**src/rtl/mem_arbiter.sv**
```systemverilog
`default_nettype none
// ============================================================================
//  Module      : mem_arbiter
//  Description : Two-requester arbiter sharing one single-port memory
//                between an instruction-fetch port (if_*) and a data port
//                (dm_*). Each access holds the memory for WAIT_STATES+1
//                cycles, then spends one RESP cycle acknowledging the owner.
//                The data port has priority. A defer counter forces a fetch
//                grant once fetch has lost MAX_DEFER consecutive arbitrations.
//  Revision    : 1.0 - initial release
// ----------------------------------------------------------------------------
//  Ports
//    clk, rst            clock, synchronous active-high reset
//    if_req/if_addr      fetch request and address (held until if_ack)
//    if_rdata/if_ack     fetch read data and one-cycle completion pulse
//    dm_req/dm_we/
//    dm_addr/dm_wdata    data request, direction, address, write data
//    dm_rdata/dm_ack     data read result and one-cycle completion pulse
//    mem_en/mem_we/
//    mem_addr/mem_wdata  shared memory command (valid only during ACCESS)
//    mem_rdata           shared memory read data
//    stall_f/stall_m     pipeline stalls for the fetch and memory stages
//    busy                high whenever the arbiter is not idle
// ============================================================================
module mem_arbiter #(
    parameter int AW          = 32,
    parameter int DW          = 32,
    parameter int WAIT_STATES = 2,
    parameter int MAX_DEFER   = 3
) (
    input  logic          clk,
    input  logic          rst,
    input  logic          if_req,
    input  logic [AW-1:0] if_addr,
    output logic [DW-1:0] if_rdata,
    output logic          if_ack,
    input  logic          dm_req,
    input  logic          dm_we,
    input  logic [AW-1:0] dm_addr,
    input  logic [DW-1:0] dm_wdata,
    output logic [DW-1:0] dm_rdata,
    output logic          dm_ack,
    output logic          mem_en,
    output logic          mem_we,
    output logic [AW-1:0] mem_addr,
    output logic [DW-1:0] mem_wdata,
    input  logic [DW-1:0] mem_rdata,
    output logic          stall_f,
    output logic          stall_m,
    output logic          busy
);

    localparam logic [1:0] c_IDLE   = 2'd0;
    localparam logic [1:0] c_ACCESS = 2'd1;
    localparam logic [1:0] c_RESP   = 2'd2;

    localparam logic c_OWN_IF = 1'b0;
    localparam logic c_OWN_DM = 1'b1;

    // Counter widths are kept at least one bit so zero-valued parameters
    // still produce legal vectors.
    localparam int c_WCW = (WAIT_STATES > 0) ? $clog2(WAIT_STATES + 1) : 1;
    localparam int c_DCW = (MAX_DEFER > 0) ? $clog2(MAX_DEFER + 1) : 1;

    localparam logic [c_WCW-1:0] c_WAIT_LOAD = c_WCW'(WAIT_STATES);
    localparam logic [c_WCW-1:0] c_WAIT_ONE  = c_WCW'(1);
    localparam logic [c_DCW-1:0] c_DEFER_MAX = c_DCW'(MAX_DEFER);
    localparam logic [c_DCW-1:0] c_DEFER_ONE = c_DCW'(1);

    logic [1:0]       r_state;
    logic             r_owner;
    logic [c_WCW-1:0] r_waitCnt;
    logic [c_DCW-1:0] r_deferCnt;
    logic [DW-1:0]    r_ifRdata;
    logic [DW-1:0]    r_dmRdata;

    logic w_arbitrate;
    logic w_ifElig;
    logic w_dmElig;
    logic w_grant;
    logic w_grantIf;
    logic w_inAccess;
    logic w_dmOwnsAccess;

    // Arbitration happens in IDLE and in RESP; in RESP the port being
    // acknowledged is still holding req, so it must not win again.
    assign w_arbitrate = (r_state == c_IDLE) || (r_state == c_RESP);
    assign w_ifElig    = if_req && !((r_state == c_RESP) && (r_owner == c_OWN_IF));
    assign w_dmElig    = dm_req && !((r_state == c_RESP) && (r_owner == c_OWN_DM));
    assign w_grant     = w_arbitrate && (w_ifElig || w_dmElig);
    assign w_grantIf   = w_ifElig && (!w_dmElig || (r_deferCnt == c_DEFER_MAX));

    always_ff @(posedge clk) begin
        if (rst) begin
            r_state    <= c_IDLE;
            r_owner    <= c_OWN_IF;
            r_waitCnt  <= '0;
            r_deferCnt <= '0;
            r_ifRdata  <= '0;
            r_dmRdata  <= '0;
        end else begin
            case (r_state)
                c_ACCESS: begin
                    if (r_waitCnt == '0) begin
                        r_state <= c_RESP;
                        // Last memory cycle: capture the read result.
                        if (r_owner == c_OWN_IF) begin
                            r_ifRdata <= mem_rdata;
                        end else if (!dm_we) begin
                            r_dmRdata <= mem_rdata;
                        end
                    end else begin
                        r_waitCnt <= r_waitCnt - c_WAIT_ONE;
                    end
                end
                default: begin
                    // IDLE and RESP both arbitrate.
                    if (w_grant) begin
                        r_state   <= c_ACCESS;
                        r_owner   <= w_grantIf ? c_OWN_IF : c_OWN_DM;
                        r_waitCnt <= c_WAIT_LOAD;
                    end else begin
                        r_state <= c_IDLE;
                    end

                    if (!if_req || (w_grant && w_grantIf)) begin
                        r_deferCnt <= '0;
                    end else if (w_grant && (r_deferCnt != c_DEFER_MAX)) begin
                        // Fetch wanted the memory but data was granted.
                        r_deferCnt <= r_deferCnt + c_DEFER_ONE;
                    end
                end
            endcase
        end
    end

    assign w_inAccess     = (r_state == c_ACCESS);
    assign w_dmOwnsAccess = w_inAccess && (r_owner == c_OWN_DM);

    assign mem_en    = w_inAccess;
    assign mem_we    = w_dmOwnsAccess && dm_we;
    assign mem_addr  = !w_inAccess ? '0 : (w_dmOwnsAccess ? dm_addr : if_addr);
    assign mem_wdata = w_dmOwnsAccess ? dm_wdata : '0;

    assign if_ack   = (r_state == c_RESP) && (r_owner == c_OWN_IF);
    assign dm_ack   = (r_state == c_RESP) && (r_owner == c_OWN_DM);
    assign if_rdata = r_ifRdata;
    assign dm_rdata = r_dmRdata;

    assign stall_f = if_req && !if_ack;
    assign stall_m = dm_req && !dm_ack;
    assign busy    = (r_state != c_IDLE);

endmodule
`default_nettype wire

```
**config.mk**
```make
export PLATFORM = sky130hd
export DESIGN_NAME = mem_arbiter
export DESIGN_NICKNAME = d
export VERILOG_FILES = /design/src/rtl/mem_arbiter.sv
export SDC_FILE = /design/constraint.sdc
export NUM_CORES = 1
export LEC_CHECK = 0
export CAP_MARGIN = 20
export CORE_UTILIZATION = 32
export DETAILED_ROUTE_END_ITERATION = 8
export HOLD_SLACK_MARGIN = 0.03
export PLACE_DENSITY = 0.76
export SKIP_CTS_REPAIR_TIMING = 1
export SLEW_MARGIN = 20
export SYNTH_ARGS = -nofsm -noshare
export SYNTH_HDL_FRONTEND = slang
export SYNTH_SLANG_ARGS = --single-unit
```
**constraint.sdc**
```tcl
create_clock -name clk -period 1.3 [get_ports clk]
set_input_delay 0.13 -clock clk [delete_from_list [all_inputs] [get_ports clk]]
set_output_delay 0.13 -clock clk [all_outputs]
set_load 0.01 [all_outputs]
```
==> metrics, run 1 <==
status=finished with violations; failing checks=setup timing; Yosys top cell area share=0.3850; clock sinks=71; main area contributors after synthesis=dfxtp_1, mux2i_1, nand2b_1; cell accounting for the most synthesized area=dfxtp_1; vias=4269; PortBufs=267; syn_area_per_cell=8.392 um^2; GP Congestion=0.8999; Final Hold Vio Count=0; r2r startpoint=r_state[1]; Area Overhead vs Synth=113.3%; Die ar.=0.01197 mm^2; total congestion overflow=0; fin. max-slew vios=0; Final WS setup=-365.3 ps; crit path from=r_state[1]; diode count=0; Worst EP arrival=1910 ps; FF-to-FF End=dm_rdata[11]; first-pass GRT wire length=20.47 mm; worst hold path cell count=3; Max Cap Viol=0; R2R Setup Slk=-370 ps; Synth Instances=440; Starting DRT DRC Count=261; DP HPWL=10.56 mm; worst r2r path cells=6; post-synthesis sequential area ratio=0.3850; critical path peak fanout=8; Crit. End Element=register; achievable frequency=600.5 MHz; register clock-pin slew on the reported worst setup and hold paths=60 ps; Req. time, crit path=1550 ps; CTS tree=yes; Routed WL=15.89 mm; Starting Density=0.3347; nature of the critical path startpoint=register; VDD IR-drop max=0.7745 mV; Finish-stage setup viols=135; vias in the first global route=3952; die height=109.4 um; CTS root buffer=clkbuf_16; WL per Instance=18.07 um; H-tree levels=3; Die W=109.4 um; max_slew headroom=0.7561; Final min period=1665 ps; commonest cells after routing, fill and taps aside=clkdlybuf4s50_1, dfxtp_1, nand2b_1, dlymetal6s2s_1, mux2i_1; Seq cells post-synth=71; fillers=825; Finished Layout Cells=879; nets=870; post-DR vias/cell=4.857; layout cells sized above 1=0.3288; synth warn=0; DR pass1 iterations=5; post-route DRC violation count=0; total CTS buffers=9; Overall Global Routing Usage=0.2236; P_leak=0.004330 uW; FP Rows=38; Power Dens Cells=941.1 mW/mm^2; syn nets=575; clock skew=4.574 ps; Placement Setup Slack=-407.4 ps; Routed Antenna Nets=0; placed cells=838; Max Root-Sink Buffers=2; core area=0.01103 mm^2; Netlist cell types=30; largest net degree at the start of global routing=78; RSZ-0062 raised after global routing=yes; Final period util=1.281; Ports=268; initial antenna violation count=0; commonest non-fill, non-tap cell in the layout=clkdlybuf4s50_1; worst hold path type=input port to register; Worst Max-Slew Pin Slew=364.2 ps; Clock Latency Late Sink=320 ps; worst hold start=rst; Post-Synthesis Cell Area=0.003692 mm^2; Hold EP=if_rdata[20]; CP Class=register to register
==> layer usage <==
layer  wire [um]  global-route usage  vias to the layer above  part of all wire
li1            -                   -                     2048                 -
met4         313             0.04286                        0             0.020
met1        6390              0.2647                     2032              0.40
met3        1218             0.06520                       26             0.077
met2        7964              0.4007                      163              0.50
met5           0                   0                        -                 0
==> cell families after synthesis <==
kind of cell / synth area share
AND/OR/NAND/NOR: 0.3057
flip-flops: 0.3850
multiplexers: 0.1762
buffers and inverters: 0.05761
AO/OA/AOI/OAI: 0.06879
adder cells (fa/ha/maj): 0.006776
==> cell usage after synthesis (all sizes together) <==
cell type,n
nand2,65
o21bai,1
and4bb,1
nor3b,2
dfxtp,71
inv,6
nor2,36
o2bb2ai,1
or2,1
nand2b,69
o32ai,2
ha,2
nor2b,2
a31oi,1
mux2i,65
o211a,1
a211oi,1
nand3b,3
a21oi,32
nand4bb,1
o21ba,2
a221oi,1
clkbuf,24
nor4b,1
buf,15
and3,33
a21o,1
==> worst max-delay path by stage <==
| stage | to | slack, ps | cells after the start |
|---|---|---|---|
| floorplan | dm_rdata[0] | -80 | 5 |
| global placement | mem_addr[31] | -430 | 4 |
| detailed placement | mem_addr[31] | -410 | 4 |
| CTS | mem_addr[27] | -650 | 4 |
| global route | dm_rdata[20] | -420 | 6 |
| finish | dm_rdata[11] | -370 | 6 |
==> registers in the layout (all words and copies together), names as in the netlist <==
register and count:
r_deferCnt 2, r_owner 1, r_state 2, dm_rdata 32, r_waitCnt 2, if_rdata 32
==> cell type report <==
type                            count  area [um^2]  area share
Multi-Input combinational cell    324         2536      0.3220
Clock buffer                       11        242.7     0.03082
Timing Repair Buffer              323         3397      0.4313
Clock inverter                      4        70.07    0.008896
Tap cell                          140        175.2     0.02224
Inverter                            6        26.28    0.003336
Sequential cell                    71         1429      0.1814
==> power breakdown <==
| group | internal, uW | total (uW) | leakage [uW] | switching (uW) |
|---|---|---|---|---|
| Clock | 1710 | 2600 | 0.000155 | 880 |
| Combinational | 1400 | 2480 | 0.00360 | 1080 |
| Sequential | 2280 | 2340 | 0.000577 | 57.4 |
==> critical path, cell delays in order, from the launching register on <==
cell and delay, ps:
dfxtp_2 310, nand2b_4 160, buf_6 140, nor4b_4 400, buf_4 210, clkbuf_16 170, mux2i_1 190
==> stage by stage <==
stage	hold WS [ps]	TNS (ps)	util	power, uW	area (um^2)
detailed placement	450.2	-26160	0.6037	4368	6659
floorplan	266.0	-2498	-	3205	3701
CTS	290.5	-54500	0.6320	6970	6972
global placement	441.3	-24200	0.6037	4328	6659
finish	316.3	-31380	0.7140	7412	7876
global route	319.4	-38670	0.7140	7716	7876
Power figures use the tool's default switching activity.
==> run 2: changes to the inputs <==
- HOLD_SLACK_MARGIN: 0.03 -> 0.05
==> results of run 2 <==
The final DEF is identical to that of run 1; final timing and power are the same.
